**src/rtl/regfile_dump_reader.sv**
```systemverilog
// Streams the register file out one entry per cycle over a valid/ready port,
// reading through a single asynchronous read port of the register file.
`ifndef ADDR_LEN
`define ADDR_LEN 5
`endif
`ifndef DATA_LEN
`define DATA_LEN 32
`endif

module regfile_dump_reader #(
  parameter int BRAM_ADDR_WIDTH = `ADDR_LEN,
  parameter int BRAM_DATA_WIDTH = `DATA_LEN,
  parameter int DATA_DEPTH      = 32,
  parameter int FIRST_ADDR      = 1
) (
  input  logic                       clk,
  input  logic                       reset,
  input  logic                       start,
  input  logic                       abort,
  output logic                       busy,
  output logic                       done,
  output logic [BRAM_ADDR_WIDTH-1:0] raddr,
  input  logic [BRAM_DATA_WIDTH-1:0] rdata,
  output logic                       out_valid,
  input  logic                       out_ready,
  output logic [BRAM_ADDR_WIDTH-1:0] out_addr,
  output logic [BRAM_DATA_WIDTH-1:0] out_data
);

  typedef enum logic [1:0] {
    S_IDLE = 2'd0,
    S_LOAD = 2'd1,
    S_HOLD = 2'd2,
    S_DONE = 2'd3
  } state_t;

  localparam logic [BRAM_ADDR_WIDTH-1:0] FIRST_PTR = BRAM_ADDR_WIDTH'(FIRST_ADDR);
  localparam logic [BRAM_ADDR_WIDTH-1:0] LAST_PTR  = BRAM_ADDR_WIDTH'(DATA_DEPTH - 1);

  state_t                     r_state;
  logic [BRAM_ADDR_WIDTH-1:0] r_ptr;
  logic                       r_busy;
  logic                       r_done;
  logic                       r_valid;
  logic [BRAM_ADDR_WIDTH-1:0] r_out_addr;
  logic [BRAM_DATA_WIDTH-1:0] r_out_data;
  logic [BRAM_ADDR_WIDTH-1:0] w_ptr_inc;

  // While a word is held, the read port already looks one entry ahead so the
  // next word can be captured on the same edge that accepts the current one.
  assign w_ptr_inc = r_ptr + BRAM_ADDR_WIDTH'(1);
  assign raddr     = (r_state == S_HOLD) ? w_ptr_inc : r_ptr;

  assign busy      = r_busy;
  assign done      = r_done;
  assign out_valid = r_valid;
  assign out_addr  = r_out_addr;
  assign out_data  = r_out_data;

  // Dump sequencer: pointer, output word register and status flags.
  always_ff @(posedge clk or posedge reset) begin
    if (reset) begin
      r_state    <= S_IDLE;
      r_ptr      <= FIRST_PTR;
      r_busy     <= 1'b0;
      r_done     <= 1'b0;
      r_valid    <= 1'b0;
      r_out_addr <= '0;
      r_out_data <= '0;
    end else begin
      case (r_state)
        S_IDLE: begin
          r_ptr   <= FIRST_PTR;
          r_valid <= 1'b0;
          r_done  <= 1'b0;
          if (start && !abort) begin
            r_state <= S_LOAD;
            r_busy  <= 1'b1;
          end else begin
            r_state <= S_IDLE;
            r_busy  <= 1'b0;
          end
        end
        S_LOAD: begin
          if (abort) begin
            r_state <= S_IDLE;
            r_ptr   <= FIRST_PTR;
            r_busy  <= 1'b0;
            r_done  <= 1'b0;
            r_valid <= 1'b0;
          end else begin
            r_out_data <= rdata;
            r_out_addr <= r_ptr;
            r_valid    <= 1'b1;
            r_state    <= S_HOLD;
          end
        end
        S_HOLD: begin
          if (abort) begin
            r_state <= S_IDLE;
            r_ptr   <= FIRST_PTR;
            r_busy  <= 1'b0;
            r_done  <= 1'b0;
            r_valid <= 1'b0;
          end else if (out_ready) begin
            if (r_ptr == LAST_PTR) begin
              r_valid <= 1'b0;
              r_done  <= 1'b1;
              r_state <= S_DONE;
            end else begin
              r_ptr      <= w_ptr_inc;
              r_out_data <= rdata;
              r_out_addr <= w_ptr_inc;
            end
          end else begin
            r_state <= S_HOLD;
          end
        end
        S_DONE: begin
          r_state <= S_IDLE;
          r_ptr   <= FIRST_PTR;
          r_busy  <= 1'b0;
          r_done  <= 1'b0;
          r_valid <= 1'b0;
        end
        default: begin
          r_state <= S_IDLE;
          r_ptr   <= FIRST_PTR;
          r_busy  <= 1'b0;
          r_done  <= 1'b0;
          r_valid <= 1'b0;
        end
      endcase
    end
  end

endmodule
```
**config.mk**
```make
export PLATFORM = sky130hd
export DESIGN_NAME = regfile_dump_reader
export DESIGN_NICKNAME = d
export VERILOG_FILES = /design/src/rtl/regfile_dump_reader.sv
export SDC_FILE = /design/constraint.sdc
export NUM_CORES = 1
export LEC_CHECK = 0
export CORE_UTILIZATION = 47
export DETAILED_ROUTE_END_ITERATION = 6
export GPL_ROUTABILITY_DRIVEN = 0
export HOLD_SLACK_MARGIN = 0.02
export PLACE_DENSITY = 0.95
export SKIP_CTS_REPAIR_TIMING = 1
export SYNTH_ARGS = -nofsm -noshare
export SYNTH_HDL_FRONTEND = slang
export SYNTH_SLANG_ARGS = --single-unit
```
**constraint.sdc**
```tcl
create_clock -name clk -period 6.4 [get_ports clk]
set_clock_uncertainty 0.2 [all_clocks]
set_input_delay 1.28 -clock clk [delete_from_list [all_inputs] [get_ports clk]]
set_output_delay 1.28 -clock clk [all_outputs]
set_load 0.1 [all_outputs]
```
==> impl_metrics.env <==
export IMPL_outcome="finished clean"
export IMPL_drv_cap=0
export IMPL_grt_pass1_vias=1695
export IMPL_path_class="flip-flop to primary output"
export IMPL_portBuffers=81
export IMPL_netlist_top_cells_count="nand2_1 (104), dfrtp_1 (46), nor2_1 (26), buf_6 (7)"
export IMPL_htree_levels=2
export IMPL_die_w_um=69.6
export IMPL_wirelength_um=4640
export IMPL_hpwl_um=3260
export IMPL_fillers=345
export IMPL_layout_nets=356
export IMPL_cts_tree="built"
export IMPL_multi_input_area_um2=856
export IMPL_r2r_start="r_ptr[0]"
export IMPL_fp_dieArea_um2=4850
export IMPL_min_path_type="flip-flop to flip-flop"
export IMPL_netlist_instances=235
export IMPL_reg2reg_depth=7
export IMPL_die_height_um=69.6
export IMPL_crit_arrival_ns=2.84
export IMPL_vias=1807
export IMPL_diodes=0
export IMPL_ys_warn_count=0
export IMPL_io_pins=82
export IMPL_max_slew_margin_pct=27.6
export IMPL_ir_worst_vdd_mv=0.188
export IMPL_min_period_ns=4.32
export IMPL_row_count=24
export IMPL_p_leak_uw=0.00143
export IMPL_yosysMostFrequentCell="nand2_1"
export IMPL_vias_per_cell=4.95
export IMPL_routedWlPerCell_um=12.7
export IMPL_fin_util_pct=69.2
export IMPL_finalHoldViolations=0
export IMPL_fin_setup_tns_ns=0
export IMPL_cts_clk_slew_worst_paths_ns=0.08
export IMPL_critPathLaunch="r_state[0]"
export IMPL_fin_crit_sh_pct=67.6
export IMPL_finalSetupViolCount=0
export IMPL_drc_errors=0
export IMPL_whs_endpoint="out_data[7]"
export IMPL_grt_max_degree=48
export IMPL_synth_edff_count=0
export IMPL_grt_pass1_wl_um=7880
export IMPL_synthDistinctLibCells=34
export IMPL_cp_start_kind="flip-flop"
export IMPL_synthesis_nets=278
export IMPL_r2r_end="out_addr[4]"
export IMPL_clk_latency_ns=0.30
export IMPL_drv_slew=0
export IMPL_end_kind="primary output"
export IMPL_rsz0062_at_grt="no"
export IMPL_synth_area_leader_cell="dfrtp_1"
export IMPL_cp_max_fo=10
export IMPL_start_util_pct=49.1
export IMPL_ys_async_sr_fraction_pct=100
export IMPL_root_buffer="clkbuf_8"
export IMPL_clock_sinks=47
export IMPL_timing_hold_ws_ns=0.272
export IMPL_track_usage_pct=20.4
export IMPL_ys_top_cells_by_area="dfrtp_1 (54%), nand2_1 (18%), nor2_1 (4.5%), buf_6 (3.7%), ha_1 (3.5%)"
export IMPL_drive_above_1_share_pct=4.47
export IMPL_synth_seq_area_share_pct=54.7
export IMPL_cts_buffer_depth=2
export IMPL_cts_buffers=5
export IMPL_core_area_um2=4380
export IMPL_antenna_found_initial=0
export IMPL_ys_flop_type="dfrtp_1"
export IMPL_dr_pass1_iters=5
export IMPL_worst_pin_slew_ns=1.09
export IMPL_area_growth_pct=41.1
export IMPL_overflow=0
export IMPL_stdcell_count=365
export IMPL_syn_area_per_cell_um2=9.15
export IMPL_whs_path_depth=2
export IMPL_ys_ff_latch=47
export IMPL_drt_initial_drc_count=113
export IMPL_max_freq_mhz=231
export IMPL_r2r_slack_ns=3.54
export IMPL_holdCritStartpoint="out_data[7]"
export IMPL_p_per_area_nw_per_um2=400
export IMPL_place_inst=358
export IMPL_syn_area_um2=2150
export IMPL_ant_nets=0
export IMPL_yosysTopAreaCellShare_pct=53.5
export IMPL_cp_data_required_time_ns=4.92
export IMPL_seq_area_um2=1180
-- worst max-delay path: stages, from the launching register on --
cell             delay (ns)
dfrtp_1                0.41
inv_1                  0.12
ha_1                   0.42
nand4_1                0.19
xnor2_1                0.22
clkdlybuf4s50_1        1.18
-- worst max path at each step --
| stage | endpoint | depth (start not counted) |
|---|---|---|
| 2_1_floorplan | raddr[3] | 5 |
| 3_3_place_gp | raddr[3] | 5 |
| 3_5_place_dp | raddr[3] | 5 |
| 4_1_cts | raddr[3] | 5 |
| 5_1_grt | raddr[3] | 5 |
| 6_report | raddr[3] | 5 |
-- report_power, final --
| part | switching (µW) | leakage [µW] | total, µW | internal [µW] |
|---|---|---|---|---|
| combinational | 489 | 0.000792 | 623 | 134 |
| clock | 95.8 | 0.0000513 | 210 | 115 |
| sequential | 28.5 | 0.000591 | 380 | 352 |
| total | 613 | 0.00143 | 1210 | 600 |
-- cells by family after synthesis --
logic type,count (synthesis),synth area share (%)
DFF,47,54.7
buffers and inverters,15,5.47
and+or+nand+nor,145,27.3
adders and majority gates,6,3.49
AOI/OAI and AO/OA,15,5.82
muxes,4,1.98
xor gates and xnor gates,3,1.22
-- cells in the final DEF, fill, tap and decap left out, types with 2 or more instances in the layout --
master and instances:
nand2_1 104, clkdlybuf4s50_1 81, a21o_1 2, a21oi_1 6, nand2b_1 2, o21ai_0 2, inv_1 3, dfrtp_1 46
mux2_2 2, mux2i_1 2, nand3_1 3, xnor2_1 2, clkbuf_8 5, nor2_1 26, ha_1 6
-- layer usage --
metal | GRT usage [%] | vias to the layer above | routed length, µm
met5 | 0 | - | 0
met4 | 6.22 | 0 | 53
met3 | 5.81 | 6 | 286
met2 | 33.0 | 64 | 2260
met1 | 26.6 | 839 | 2030
li1 | - | 898 | -
-- area by class of cell --
cell class | instances | share of cell area, %
flip-flops and latches | 47 | 38.8
repair buffers | 82 | 27.0
multi-input cells | 173 | 28.2
clock inverters | 1 | 0.990
clock buffers | 6 | 2.39
inverters | 4 | 0.495
well taps | 52 | 2.14
-- state kept, by name (all words and copies together), names as in the netlist --
name and flops:
out_data 32, out_addr 5, r_ptr 5, r_state 2, busy 1, done 1
out_valid 1
-- through the flow --
step | area (µm²) | power, µW | setup WS (ns)
after floorplan | 2150 | 859 | 2.44
after global placement | 2930 | 1000 | 2.43
after detailed placement | 2930 | 1010 | 2.42
after CTS | 3030 | 1220 | 2.08
after global routing | 3030 | 1260 | 1.87
final | 3030 | 1210 | 2.08
(Power assumes the default switching activity.)
